`src/rtl/regfile_writeback_arbiter.sv`:
```
// Register file write scheduler: ALU writeback, load dirty marking, memory-return FIFO.
// Optional WB_RETURN_CHECK_EN adds shadow dirty tracking and err_unexpected_return.
module regfile_writeback_arbiter #(
  parameter int BITWIDTH  = 16,
  parameter int NUM_REGS  = 16,
  parameter int ADDR_W    = $clog2(NUM_REGS),
  parameter int BUF_DEPTH = 4,
  parameter int MAX_WAIT  = 3
) (
  input  logic                         clk,
  input  logic                         sync_rst_n,
  input  logic                         clk_en,
  input  logic                         alu_wr_valid,
  input  logic [ADDR_W-1:0]            alu_wr_addr,
  input  logic [BITWIDTH-1:0]          alu_wr_data,
  output logic                         alu_stall,
  input  logic                         load_issue_valid,
  input  logic [ADDR_W-1:0]            load_issue_addr,
  input  logic                         mem_ret_valid,
  output logic                         mem_ret_ready,
  input  logic [ADDR_W-1:0]            mem_ret_addr,
  input  logic [BITWIDTH-1:0]          mem_ret_data,
  output logic [NUM_REGS-1:0]          rf_write_en,
  output logic [BITWIDTH-1:0]          rf_write_data,
  output logic [NUM_REGS-1:0]          rf_dirty_set,
  output logic [NUM_REGS-1:0]          rf_mem_write_en,
  output logic [BITWIDTH-1:0]          rf_mem_data,
  output logic [$clog2(BUF_DEPTH):0]   buf_count
`ifdef WB_RETURN_CHECK_EN
  ,
  output logic                         err_unexpected_return
`endif
);

  localparam int PTR_W  = $clog2(BUF_DEPTH);
  localparam int CNT_W  = PTR_W + 1;
  localparam int WAIT_W = $clog2(MAX_WAIT + 1);

  logic [ADDR_W-1:0]   addrMem [BUF_DEPTH];
  logic [BITWIDTH-1:0] dataMem [BUF_DEPTH];
  logic [PTR_W-1:0]    rdPtr;
  logic [PTR_W-1:0]    wrPtr;
  logic [CNT_W-1:0]    count;
  logic [WAIT_W-1:0]   waitCnt;
  logic                stallQ;

  logic                full;
  logic                empty;
  logic                enable;
  logic [ADDR_W-1:0]   headAddr;
  logic                aluBlock;
  logic                loadBlock;
  logic                push;
  logic                pop;

  function automatic logic [NUM_REGS-1:0] oneHot(input logic [ADDR_W-1:0] a);
    logic [NUM_REGS-1:0] v;
    v    = '0;
    v[a] = 1'b1;
    return v;
  endfunction

  assign full     = (count == CNT_W'(BUF_DEPTH));
  assign empty    = (count == '0);
  assign enable   = clk_en && sync_rst_n;
  assign headAddr = addrMem[rdPtr];

  // While stalled the ALU no longer competes, so the head is forced through
  assign aluBlock = !empty && alu_wr_valid && !stallQ
                    && (alu_wr_addr == headAddr);
  assign loadBlock = !empty && load_issue_valid
                     && (load_issue_addr == headAddr);

  // ready is taken from the pre-pop occupancy, so a full FIFO refuses a push
  assign push = mem_ret_valid && !full && enable;
  assign pop  = !empty && !aluBlock && !loadBlock && enable;

  assign mem_ret_ready = !full;
  assign buf_count     = count;
  assign alu_stall     = stallQ;
  assign rf_write_data = alu_wr_data;
  assign rf_mem_data   = dataMem[rdPtr];

  always_comb begin
    rf_write_en     = '0;
    rf_dirty_set    = '0;
    rf_mem_write_en = '0;
    if (alu_wr_valid && !stallQ && enable)
      rf_write_en = oneHot(alu_wr_addr);
    if (load_issue_valid && enable)
      rf_dirty_set = oneHot(load_issue_addr);
    if (pop)
      rf_mem_write_en = oneHot(headAddr);
  end

  always_ff @(posedge clk) begin
    if (push) begin
      addrMem[wrPtr] <= mem_ret_addr;
      dataMem[wrPtr] <= mem_ret_data;
    end
  end

  always_ff @(posedge clk) begin
    if (!sync_rst_n) begin
      rdPtr   <= '0;
      wrPtr   <= '0;
      count   <= '0;
      waitCnt <= '0;
      stallQ  <= 1'b0;
    end else if (clk_en) begin
      if (push)
        wrPtr <= wrPtr + 1'b1;
      if (pop)
        rdPtr <= rdPtr + 1'b1;
      unique case (1'b1)
        push && !pop: count <= count + 1'b1;
        pop && !push: count <= count - 1'b1;
        default:      count <= count;
      endcase
      if (pop || empty)
        waitCnt <= '0;
      else if (aluBlock && waitCnt != WAIT_W'(MAX_WAIT))
        waitCnt <= waitCnt + 1'b1;
      // Stall lands right after the MAX_WAIT-th blocked cycle
      if (pop)
        stallQ <= 1'b0;
      else if (aluBlock && waitCnt >= WAIT_W'(MAX_WAIT - 1))
        stallQ <= 1'b1;
    end
  end

`ifdef WB_RETURN_CHECK_EN
  logic [NUM_REGS-1:0] shadowDirty;
  logic                errQ;
  logic                retExpected;

  assign retExpected = shadowDirty[mem_ret_addr]
                       || (load_issue_valid
                           && load_issue_addr == mem_ret_addr);
  assign err_unexpected_return = errQ;

  always_ff @(posedge clk) begin
    if (!sync_rst_n) begin
      shadowDirty <= '0;
      errQ        <= 1'b0;
    end else if (clk_en) begin
      shadowDirty <= (shadowDirty | rf_dirty_set) & ~rf_mem_write_en;
      if (push && !retExpected)
        errQ <= 1'b1;
    end
  end
`endif

endmodule
```
`config.mk`:
```
export PLATFORM = sky130hd
export DESIGN_NAME = regfile_writeback_arbiter
export DESIGN_NICKNAME = d
export VERILOG_FILES = /design/src/rtl/regfile_writeback_arbiter.sv
export SDC_FILE = /design/constraint.sdc
export NUM_CORES = 1
export LEC_CHECK = 0
export BUFFER_PORTS_ARGS = -buffer_cell sky130_fd_sc_hd__buf_2
export CORE_MARGIN = 8
export CORE_UTILIZATION = 51
export CTS_CLUSTER_DIAMETER = 30
export DETAILED_ROUTE_END_ITERATION = 16
export GPL_ROUTABILITY_DRIVEN = 0
export GPL_TIMING_DRIVEN = 0
export PLACE_DENSITY = 0.84
export SYNTH_ARGS = -nofsm -noshare
export SYNTH_HDL_FRONTEND = slang
export SYNTH_SLANG_ARGS = --single-unit
```
`constraint.sdc`:
```
create_clock -name clk -period 3.6 [get_ports clk]
set_input_delay 0.18 -clock clk [delete_from_list [all_inputs] [get_ports clk]]
set_output_delay 0.18 -clock clk [all_outputs]
set_load 0.05 [all_outputs]
```
Yosys cells after proc, flatten, opt, wreduce, memory -nomap -nowiden
Memories as Yosys holds them, arrays and structs flattened. A register that Yosys moved wholly into a read port is not among the register bits.
Cells that the tools add are included.

operators by class
  add/subtract/negate cells = 5
  $mul = 0
  div/mod/pow operators = 0
  magnitude comparators = 7
  equal/unequal tests = 4
  shift-type cells = 0
  multiplexer cells = 20
  bitwise logic cells = 0
  reductions and logical operators = 38

operators by type and width
  kind                   count
  $mux W16               3
  $logic_and A1 B1 Y1    21
  $lt A4 B5 Y1 const B   3
  $demux W1 S4           3
  $ge A4 B1 Y1 const B   3
  $mux W2                6
  $reduce_and A2 Y1      5
  $eq A4 B4 Y1           2
  $logic_not A1 Y1       7
  $mux W1                7
  $add A2 B1 Y2 const B  3
  $pmux W3 S2            1
  $reduce_bool A2 Y1     3
  $add A3 B1 Y3 const B  1
  $eq A3 B3 Y1 const B   1
  $logic_not A3 Y1       1
  $sub A3 B1 Y3 const B  1
  $ge A2 B2 Y1 const B   1
  $ne A2 B2 Y1 const B   1
  $logic_or A1 B1 Y1     1

word-level totals
  register bits after elaboration = 10
  latch bits = 0
  bits in writable memories = 80
  bits in read-only memories = 0
  input bits = 50
  output and inout bits = 85
  logic and storage cells = 81
  memories kept = 2

memory list
  name     words  width  rd ports  clocked after Yosys merged registers in  write ports  line  source
  dataMem  4      16     1         1                                        1            40    logic [BITWIDTH-1:0] dataMem [BUF_DEPTH];
  addrMem  4      4      1         1                                        1            39    logic [ADDR_W-1:0] addrMem [BUF_DEPTH];

Longest topological paths before layout
Gate-level depths: netlist of run 1.

  depth in word-level cells = 13
  gate-level depth with buffers = 15
  depth with buffers taken out = 12

Worst setup path after synthesis of run 1
OpenSTA, ideal clock, no wires.

  path type = register to output
  from = register (tool-made name)
  to = output rf_mem_write_en[11]
  data arrival time = 2.777 ns
  required time = 3.420 ns
  slack = 0.643 ns
  stages on the path, launching flop included = 9
  buffers on the path = 2
  cells stage by stage = dfxtp_1 buf_6 mux4_2 buf_6 xnor2_1 o21ai_0 o21a_1 nand3_1 nor3_1

RTL lines
  item       line  source
  to (decl)  26    output logic [NUM_REGS-1:0] rf_mem_write_en,

==> metrics.md, run 1 <==
| Metric | Value |
|---|---|
| Pre-CTS setup slack | `0.592 ns` |
| Post-synth top area share | `0.559` |
| CTS Hold Bufs | `0` |
| Largest net degree at the start of global routing | `21` |
| Detail Route Antenna Nets | `0` |
| Initial antenna violation count | `1` |
| CTS max path bufs | `2` |
| DIE AREA | `11600 um2` |
| Post-route setup slack | `around 0.43 ns` |
| Most common cell after layout, fill and taps aside | `buf_2` |
| R2R setup slack | `0.58 ns` |
| Ys flop type | `edfxtp_1` |
| Max Fclk | `0.315 GHz` |
| Min cycle time layout | `between 3 and 4 ns` |
| Fraction of layout cells with a size suffix above 1 | `0.430` |
| RSZ-0062 raised after global routing | `no` |
| GRT Total Usage | `0.159` |
| Htree depth | `3` |
| Seq/Total Area, Yosys | `0.615` |
| CP required | `roughly 3.4 ns` |
| Avg WL per Cell | `17.7 um` |
| Synth Register Bits | `92` |
| FP Rows | `33` |
| Total grt overflow | `0` |
| Clk network pwr share | `0.323` |
| Number of DRC markers in iteration 0 | `150` |
| Average size of a mapped cell | `~14 um2` |
| Drt pass-1 iters | `6` |
| Slew Viols, Final | `0` |
| Post-synth EDFFs | `80` |
| Setup Buffers After CTS | `0` |
| WHS | `0.0293 ns` |
| Clk sink count | `between 90 and 100` |
| Startpoint Class | `flop` |
| Nets@finish | `489` |
| Static Leak | `slightly below 2 nW` |
| Net count after synthesis | `363` |
| Synth cell types | `47` |
| CP arrival | `approximately 3 ns` |
| Clk Latency, worst-skew pair | `0.35 ns` |
| Starting Density | `0.526` |
| Die W | `108 um` |
| Setup violations, final | `0` |
| Worst Tran Pin Value | `1.05 ns` |
| I/O Pins | `135` |
| Period utilisation layout | `0.881` |
| Worst hold start | `mem_ret_addr[3]` |
| Mapped Cells | `305` |
| Hold/Removal Path Class | `input port to flop` |
| Synth area leader | `edfxtp_1` |
| Share of flip-flops with an asynchronous set or reset | `0` |
| Die height | `108 um` |
| Cell Area, Synth | `4300 um2` |
| Final hold vios | `0` |
| Seq pwr share | `0.561` |
| Slew headroom | `0.297` |
| Worst reg2reg path depth | `14` |
| Post-cts resize count | `0` |
| Critical R2R Capture | `buf_count[2]` |
| Total of max-cap violations | `0` |
| IO buf count | `115` |
| Most frequent cells in the layout | `buf_2 (118), edfxtp_1 (80), nor2_1 (38)` |
| Psw | `0.525 mW` |
| Vias per cell | `5.33` |
| Wirelength, routed | `9570 um` |
| WHS Endpoint | `addrMem[0][3]` |
| Max IR drop VDD | `~0.32 mV` |
| DR vias | `2884` |
| Global-route wire length before repair | `14300 um` |
| Post-DP HPWL | `7270 um` |
| Total CTS buffers | `9` |
| Util after Layout | `0.636` |
| Clock Skew | `0.0114 ns` |
| Core area | `8180 um2` |
| Yosys Warn Count | `0` |
| Worst Hold Depth | `1` |
| Vias in the first global route | `2861` |
| CP Max Fanout | `9` |
| Setup total negative slack | `0 ns` |
| CTS tree | `yes` |
| Internal power | `1.57 mW` |
| # DRC | `0` |
| Comb pwr share | `0.116` |
| Critical Path End Type | `output port` |
| Status | `completed` |
| Sw Ratio | `0.250` |
| Clock-pin transition on the worst setup and hold timing paths | `~0.09 ns` |
| Clock root cell | `clkbuf_8` |
| Top cells by area, synth | `edfxtp_1 (56%), mux4_2 (10%), dfxtp_1 (5.6%)` |
| Crit path kind | `flop to output port` |
| Area Growth Syn to Fin | `21.0%` |
| Pwr dens | `a little over 400 nW/um2` |
how the worst max path moves through the flow:
| stage | start | depth (start not counted) | to | slack [ns] |
|---|---|---|---|---|
| 3_3_place_gp | flop | 14 | buf_count[2] | 0.67 |
| 2_1_floorplan | flop | 8 | rf_mem_write_en[11] | 0.64 |
| 5_1_grt | flop | 10 | rf_mem_write_en[10] | 0.23 |
| 6_report | flop | 10 | rf_mem_write_en[10] | 0.43 |
| 4_1_cts | flop | 10 | rf_mem_write_en[10] | 0.37 |
| 3_5_place_dp | flop | 14 | buf_count[2] | 0.59 |
layout make-up:
| class | instances | area [um2] |
|---|---|---|
| sequential | 92 | 2640 |
| clock inverter | 6 | 71.3 |
| antenna | 1 | 2.50 |
| clock buffer | 9 | 124 |
| timing repair buffer | 115 | 576 |
| tap | 105 | 131 |
| inverter | 10 | 37.5 |
| fill | 640 | 2970 |
| multi-input combinational | 172 | 1410 |
| buffer | 31 | 211 |
routing by layer:
layer  wire length [um]  vias to the layer above  track usage  part of all wire
met5                  0                        -            0                 0
met4                154                        0       0.0535             0.016
met3                910                       14       0.0569             0.095
met2               4800                      129        0.282              0.50
met1               3700                     1371        0.171              0.39
li1                   -                     1370            -                 -
Yosys cell counts (3+ instances only):
master    number
edfxtp_1      80
nor2_1        38
mux4_2        20
nor3_1        17
buf_4         16
nand2_1       14
dfxtp_1       12
inv_1          9
ha_1           7
nor3_2         7
xnor2_1        7
nand2b_1       6
nand3_1        6
clkbuf_1       5
mux2i_1        5
and2_1         4
buf_6          4
a21oi_1        3
buf_2          3
o21ai_0        3
or3_1          3
xor2_1         3
power by group through the flow:
stage          clock network (mW)  logic, mW  registers [mW]
3_5_place_dp                    0      0.244            1.20
4_1_cts                     0.695      0.245            1.18
3_3_place_gp                    0      0.238            1.20
6_report                    0.677      0.243            1.18
5_1_grt                     0.729      0.261            1.18
2_1_floorplan                   0      0.171            1.20
sequential cells by signal, summed over array words and instances (netlist names), named ones only:
signal and flops:
waitCnt 2, wrPtr 2, dataMem 64, buf_count 3, rdPtr 2, alu_stall 1
addrMem 16
logic make-up after synthesis:
kind of cell             Yosys count  synth area share
AND/OR/NAND/NOR                  113             0.141
flip-flops                        92             0.615
buffers and inverters             41            0.0579
multiplexers                      25             0.116
AO/OA/AOI/OAI                     16            0.0239
XOR/XNOR                          10            0.0204
adder cells (fa/ha/maj)            8            0.0250
worst max-delay path: stages (launching register included):
cell and delay, ns:
dfxtp_1 0.33, buf_6 0.13, mux4_2 0.50, clkbuf_2 0.21
xnor2_1 0.19, and3_4 0.16, buf_6 0.12, or3_1 0.35
buf_6 0.16, nor3_2 0.20, buf_2 0.30
stage by stage:
stage          std cells  area (um2)  total power [mW]
3_5_place_dp         525        5000              1.44
2_1_floorplan        305        4300              1.38
6_report             541        5200              2.10
3_3_place_gp         525        5000              1.44
5_1_grt              541        5200              2.17
4_1_cts              540        5200              2.12
Power figures use the tool's default switching activity.
==> run 2: changes to the inputs <==
Settings changed: RECOVER_POWER from default to 25.
==> run 2 against run 1 <==
Net effect:
- worst setup slack better by 0.0015 ns
- count of clock-buffer cells in the layout stayed put
- utilization shrank 0.32 points
- register-to-register slack hardly changed
- maximum frequency barely moved
- final area decreased by 0.51%
- non-clock buffer count is the same
- sequential power hardly changed
- power about the same
- global-route usage is the same
==> metrics.md, run 2 (synthesized netlist as in run 1, its figures left out) <==
| Metric | Value |
|---|---|
| Slowest cell on crit path | `mux4_2` |
| Htree depth | `3` |
| Global Route met1 Usage | `0.171` |
| Detail Route Antenna Nets | `0` |
| Area Growth Syn to Fin | `20.4%` |
| WHS Endpoint | `dataMem[1][13]` |
| Initial antenna violation count | `0` |
| Die height | `between 100 and 150 um` |
| Most common cell after layout, fill and taps aside | `buf_2` |
| CTS Hold Bufs | `0` |
| FP Rows | `33` |
| Core area | `8180 um2` |
| Avg WL per Cell | `between 15 and 20 um` |
| Min cycle time layout | `3.17 ns` |
| Hold/Removal Path Class | `input port to flop` |
| Grt met3 use | `0.0569` |
| Critical path's top delay family | `buffers and inverters` |
| Vias per cell | `5.32` |
| # DRC | `0` |
| Crit-path max cell delay | `0.50 ns` |
| Pwr dens | `405 nW/um2` |
| Setup violations, final | `0` |
| Fraction of layout cells with a size suffix above 1 | `0.386` |
| Max IR drop VDD | `0.301 mV` |
| Diode count | `0` |
| Starting Density | `0.526` |
| Vias in the first global route | `2861` |
| Worst reg2reg path depth | `14` |
| Fill count | `652` |
| RSZ-0062 raised after global routing | `no` |
| Worst Hold Depth | `1` |
| Worst Tran Pin Value | `approximately 1.1 ns` |
| Startpoint Class | `flop` |
| Nets@finish | `489` |
| Most frequent cells in the layout | `buf_2 (99), edfxtp_1 (80), nor2_1 (38)` |
| Slew headroom | `0.296` |
| Clk Latency, worst-skew pair | `0.36 ns` |
| Multi-input logic area | `around 1400 um2` |
| Clk sink count | `92` |
| Cell Count, Final, Fillers Out | `between 500 and 600` |
| Global-route wire length before repair | `about 14000 um` |
| Critical R2R Capture | `buf_count[2]` |
| Static Leak | `approximately 1.9 nW` |
| Post-DP HPWL | `7270 um` |
| Register bank with the most flops | `dataMem` |
| Worst hold start | `mem_ret_data[13]` |
| R2R setup slack | `a little under 0.6 ns` |
| Clock Skew | `between 0.01 and 0.015 ns` |
| CTS tree | `yes` |
| CP arrival | `2.99 ns` |
| CP required | `about 3.4 ns` |
| M2 GR Usage | `0.282` |
| Post-cts resize count | `0` |
| Final hold vios | `0` |
| Clock-pin transition on the worst setup and hold timing paths | `~0.080 ns` |
| Period utilisation layout | `0.881` |
| Clock root cell | `clkbuf_8` |
| Critical Path End Type | `output port` |
| Status | `completed` |
| Largest net degree at the start of global routing | `21` |
| CTS max path bufs | `2` |
| Die W | `108 um` |
| Seq. cell area | `roughly 2600 um2` |
| DIE AREA | `between 10000 and 15000 um2` |
| Slew Viols, Final | `0` |
| Largest register FFs | `64` |
| Drt pass-1 iters | `6` |
| Inst Count DP | `525` |
| Number of DRC markers in iteration 0 | `approximately 160` |
| Total grt overflow | `0` |
| GR peak layer | `met2` |
| Setup total negative slack | `0 ns` |
| DR vias | `2871` |
| Total CTS buffers | `9` |
| IO buf count | `115` |
| Setup Buffers After CTS | `0` |
| Crit path kind | `flop to output port` |
| CP cell instances | `buf_6 > mux4_2 > clkbuf_2 > xnor2_1 > and3_4 > buf_6 > or3_1 > buf_6 > nor3_2 > buf_2` |
| Wirelength, routed | `~9600 um` |
| Most common cell on crit path | `buf_6` |
| Worst Path Buf+Inv | `5` |
| Total of max-cap violations | `0` |
| Max Fclk | `0.315 GHz` |
| I/O Pins | `135` |
| GRT Total Usage | `0.159` |
| CP Max Fanout | `9` |
## run 2: cell count changes in the layout (fill, tap and decap cells not counted), sizes merged
cell    delta
buf       -19
diode      -1
clkbuf    +19
## run 2: final cells by class
class / instances / share of cell area
inverter: 10 / 0.00725
buffer: 31 / 0.0409
timing repair buffer: 115 / 0.107
multi-input combinational: 172 / 0.272
tap: 105 / 0.0254
clock buffer: 9 / 0.0239
clock inverter: 6 / 0.0138
sequential: 92 / 0.511
## run 2: how the worst max path moves through the flow
stage / startpoint / endpoint / slack [ns] / depth (start not counted)
global placement: flop / buf_count[2] / 0.67 / 14
floorplan: flop / rf_mem_write_en[11] / 0.64 / 8
detailed placement: flop / buf_count[2] / 0.59 / 14
finish: flop / rf_mem_write_en[10] / 0.43 / 10
global route: flop / rf_mem_write_en[10] / 0.23 / 10
CTS: flop / rf_mem_write_en[10] / 0.37 / 10
## run 2: stage by stage
step | power [mW] | setup slack [ns] | utilization | hold slack [ns] | instance area [um2]
4_1_cts | 2.12 | 0.374 | 0.636 | 0.00852 | 5200
3_5_place_dp | 1.44 | 0.592 | 0.612 | 0.395 | 5000
3_3_place_gp | 1.44 | 0.667 | 0.612 | 0.391 | 5000
6_report | 2.10 | 0.428 | 0.633 | 0.0499 | 5180
2_1_floorplan | 1.38 | 0.643 | - | 0.279 | 4300
5_1_grt | 2.16 | 0.233 | 0.633 | 0.0368 | 5180
## run 2: metal layers
| layer | vias up | wire length [um] |
|---|---|---|
| met5 | - | 0 |
| met4 | 0 | 120 |
| met3 | 10 | 939 |
| met2 | 127 | 4870 |
| met1 | 1366 | 3680 |
| li1 | 1368 | - |
## run 2: report_power, final
group          switching (mW)  leakage [nW]  internal [mW]
combinational           0.165          1.02         0.0750
sequential            0.00533         0.820           1.17
clock                   0.356        0.0923          0.323
total                   0.527          1.93           1.57
==> run 3: changes to the inputs <==
Settings changed: PLACE_DENSITY 0.84 to 0.8.
==> run 3 against run 2 <==
Net effect:
- register-to-register slack barely moved
- cell count did not move
- clock power down 3.4%
- sequential share of layout area increased by 0.074 points
- sequential cell count unchanged
- count of clock-buffer cells in the layout did not move
- final area decreased by 0.14%
==> metrics.md, run 3 (synthesized netlist as in run 1, its figures left out) <==
| Metric | Value |
|---|---|
| Post-DP HPWL | `6850 um` |
| CP Max Fanout | `10` |
| Nets@finish | `489` |
| Clock Skew | `around 0.011 ns` |
| Number of DRC markers in iteration 0 | `153` |
| DR vias | `about 2900` |
| Crit-path max cell delay | `0.42 ns` |
| Vias per cell | `5.29` |
| CTS Hold Bufs | `0` |
| GRT Total Usage | `0.158` |
| CP arrival | `about 3.0 ns` |
| Global-route wire length before repair | `14300 um` |
| Multi-input logic area | `1410 um2` |
| Final hold vios | `0` |
| Startpoint Class | `flop` |
| Pre-CTS setup slack | `0.582 ns` |
| Clock-pin transition on the worst setup and hold timing paths | `0.08 ns` |
| Area Growth Syn to Fin | `20.3%` |
| I/O Pins | `135` |
| CTS tree | `yes` |
| Register bank with the most flops | `dataMem` |
| IO buf count | `115` |
| # DRC | `0` |
| Slew Viols, Final | `0` |
| CP required | `between 3 and 4 ns` |
| Setup Buffers After CTS | `0` |
| Slowest cell on crit path | `dfxtp_1` |
| Drt pass-1 iters | `4` |
| Most frequent cells in the layout | `buf_2 (99), edfxtp_1 (80), nor2_1 (38)` |
| Status | `completed` |
| Crit path kind | `flop to output port` |
| Total of max-cap violations | `0` |
| Fill count | `just over 600` |
| Wirelength, routed | `~9000 um` |
| Fin area | `between 5000 and 6000 um2` |
| WHS | `0.0484 ns` |
| Setup total negative slack | `0 ns` |
| Min cycle time layout | `3.18 ns` |
| Post-cts resize count | `0` |
| Hold/Removal Path Class | `input port to flop` |
| Setup violations, final | `0` |
| Inst Count DP | `525` |
| WP depth | `10` |
| Seq. cell area | `2640 um2` |
| Post-route setup slack | `0.416 ns` |
| Critical Path End Type | `output port` |
| Starting Density | `0.526` |
| FP Rows | `33` |
| Largest register FFs | `64` |
| Diode count | `0` |
| Clock root cell | `clkbuf_8` |
| Worst Hold Depth | `1` |
| Placed Instance Area | `between 5000 and 6000 um2` |
| DIE AREA | `11600 um2` |
| Worst Path Buf+Inv | `4` |
| Detail Route Antenna Nets | `0` |
| Critical path's top delay family | `buffers and inverters` |
| Die W | `about 110 um` |
| Static Leak | `1.93 nW` |
| Cell Count, Final, Fillers Out | `540` |
| Core area | `about 8000 um2` |
| CTS max path bufs | `2` |
| RSZ-0062 raised after global routing | `no` |
| Vias in the first global route | `~2900` |
| Avg WL per Cell | `17.1 um` |
| Slew headroom | `0.257` |
| Most common cell after layout, fill and taps aside | `buf_2` |
| Worst Tran Pin Value | `1.12 ns` |
| Max IR drop VDD | `0.377 mV` |
| Die height | `108 um` |
| Fraction of layout cells with a size suffix above 1 | `0.384` |
| Pwr dens | `401 nW/um2` |
| Critical R2R Capture | `buf_count[2]` |
| Total CTS buffers | `9` |
| Clk Latency, worst-skew pair | `0.35 ns` |
| Total grt overflow | `0` |
| Clk sink count | `92` |
| Period utilisation layout | `0.884` |
| Htree depth | `3` |
| Worst reg2reg path depth | `14` |
| Max Fclk | `0.314 GHz` |
| Critical path endpoint | `rf_mem_write_en[8]` |
| Initial antenna violation count | `0` |
| CP cell instances | `buf_2 > mux4_2 > xor2_1 > nor2_1 > and3_4 > buf_6 > or3_1 > buf_6 > nor3_2 > buf_2` |
| Largest net degree at the start of global routing | `21` |
| R2R setup slack | `0.57 ns` |
## run 3: cell types whose count changed in the layout (fill, tap and decap cells not counted)
cell,before,now
inv_6,2,1
clkinv_2,0,1
clkinv_1,1,2
clkinvlp_4,2,1
## run 3: power breakdown
| group | leakage, nW | internal (mW) | switching [mW] |
|---|---|---|---|
| combinational | 1.02 | 0.0748 | 0.164 |
| clock | 0.0931 | 0.317 | 0.339 |
| sequential | 0.820 | 1.17 | 0.00509 |
| total | 1.93 | 1.56 | 0.509 |
## run 3: stage by stage
stage / power, mW / util
after floorplan: 1.38 / -
after global placement: 1.44 / 0.612
after detailed placement: 1.44 / 0.612
after CTS: 2.09 / 0.635
after global routing: 2.14 / 0.632
final: 2.07 / 0.632
## run 3: cell type report
type	count	share of cell area
inverter	10	0.00726
timing repair buffer	115	0.107
buffer	31	0.0409
sequential	92	0.511
clock buffer	9	0.0240
clock inverter	6	0.0123
multi-input combinational	172	0.272
tap	105	0.0254
## run 3: worst min-delay path by stage
stage	from	end	slack, ns
floorplan	mem_ret_addr[0]	addrMem[0][0]	0.28
global placement	mem_ret_data[3]	dataMem[1][3]	0.39
detailed placement	mem_ret_data[7]	dataMem[0][7]	0.40
CTS	mem_ret_data[3]	dataMem[0][3]	0.02
global route	mem_ret_data[11]	dataMem[1][11]	0.05
finish	mem_ret_data[11]	dataMem[1][11]	0.05
## run 3: metal layers
layer,GRT usage,up-vias,wire [um]
li1,-,1365,-
met3,0.0449,10,933
met5,0,-,0
met1,0.177,1355,3630
met4,0.0654,0,128
met2,0.274,126,4550
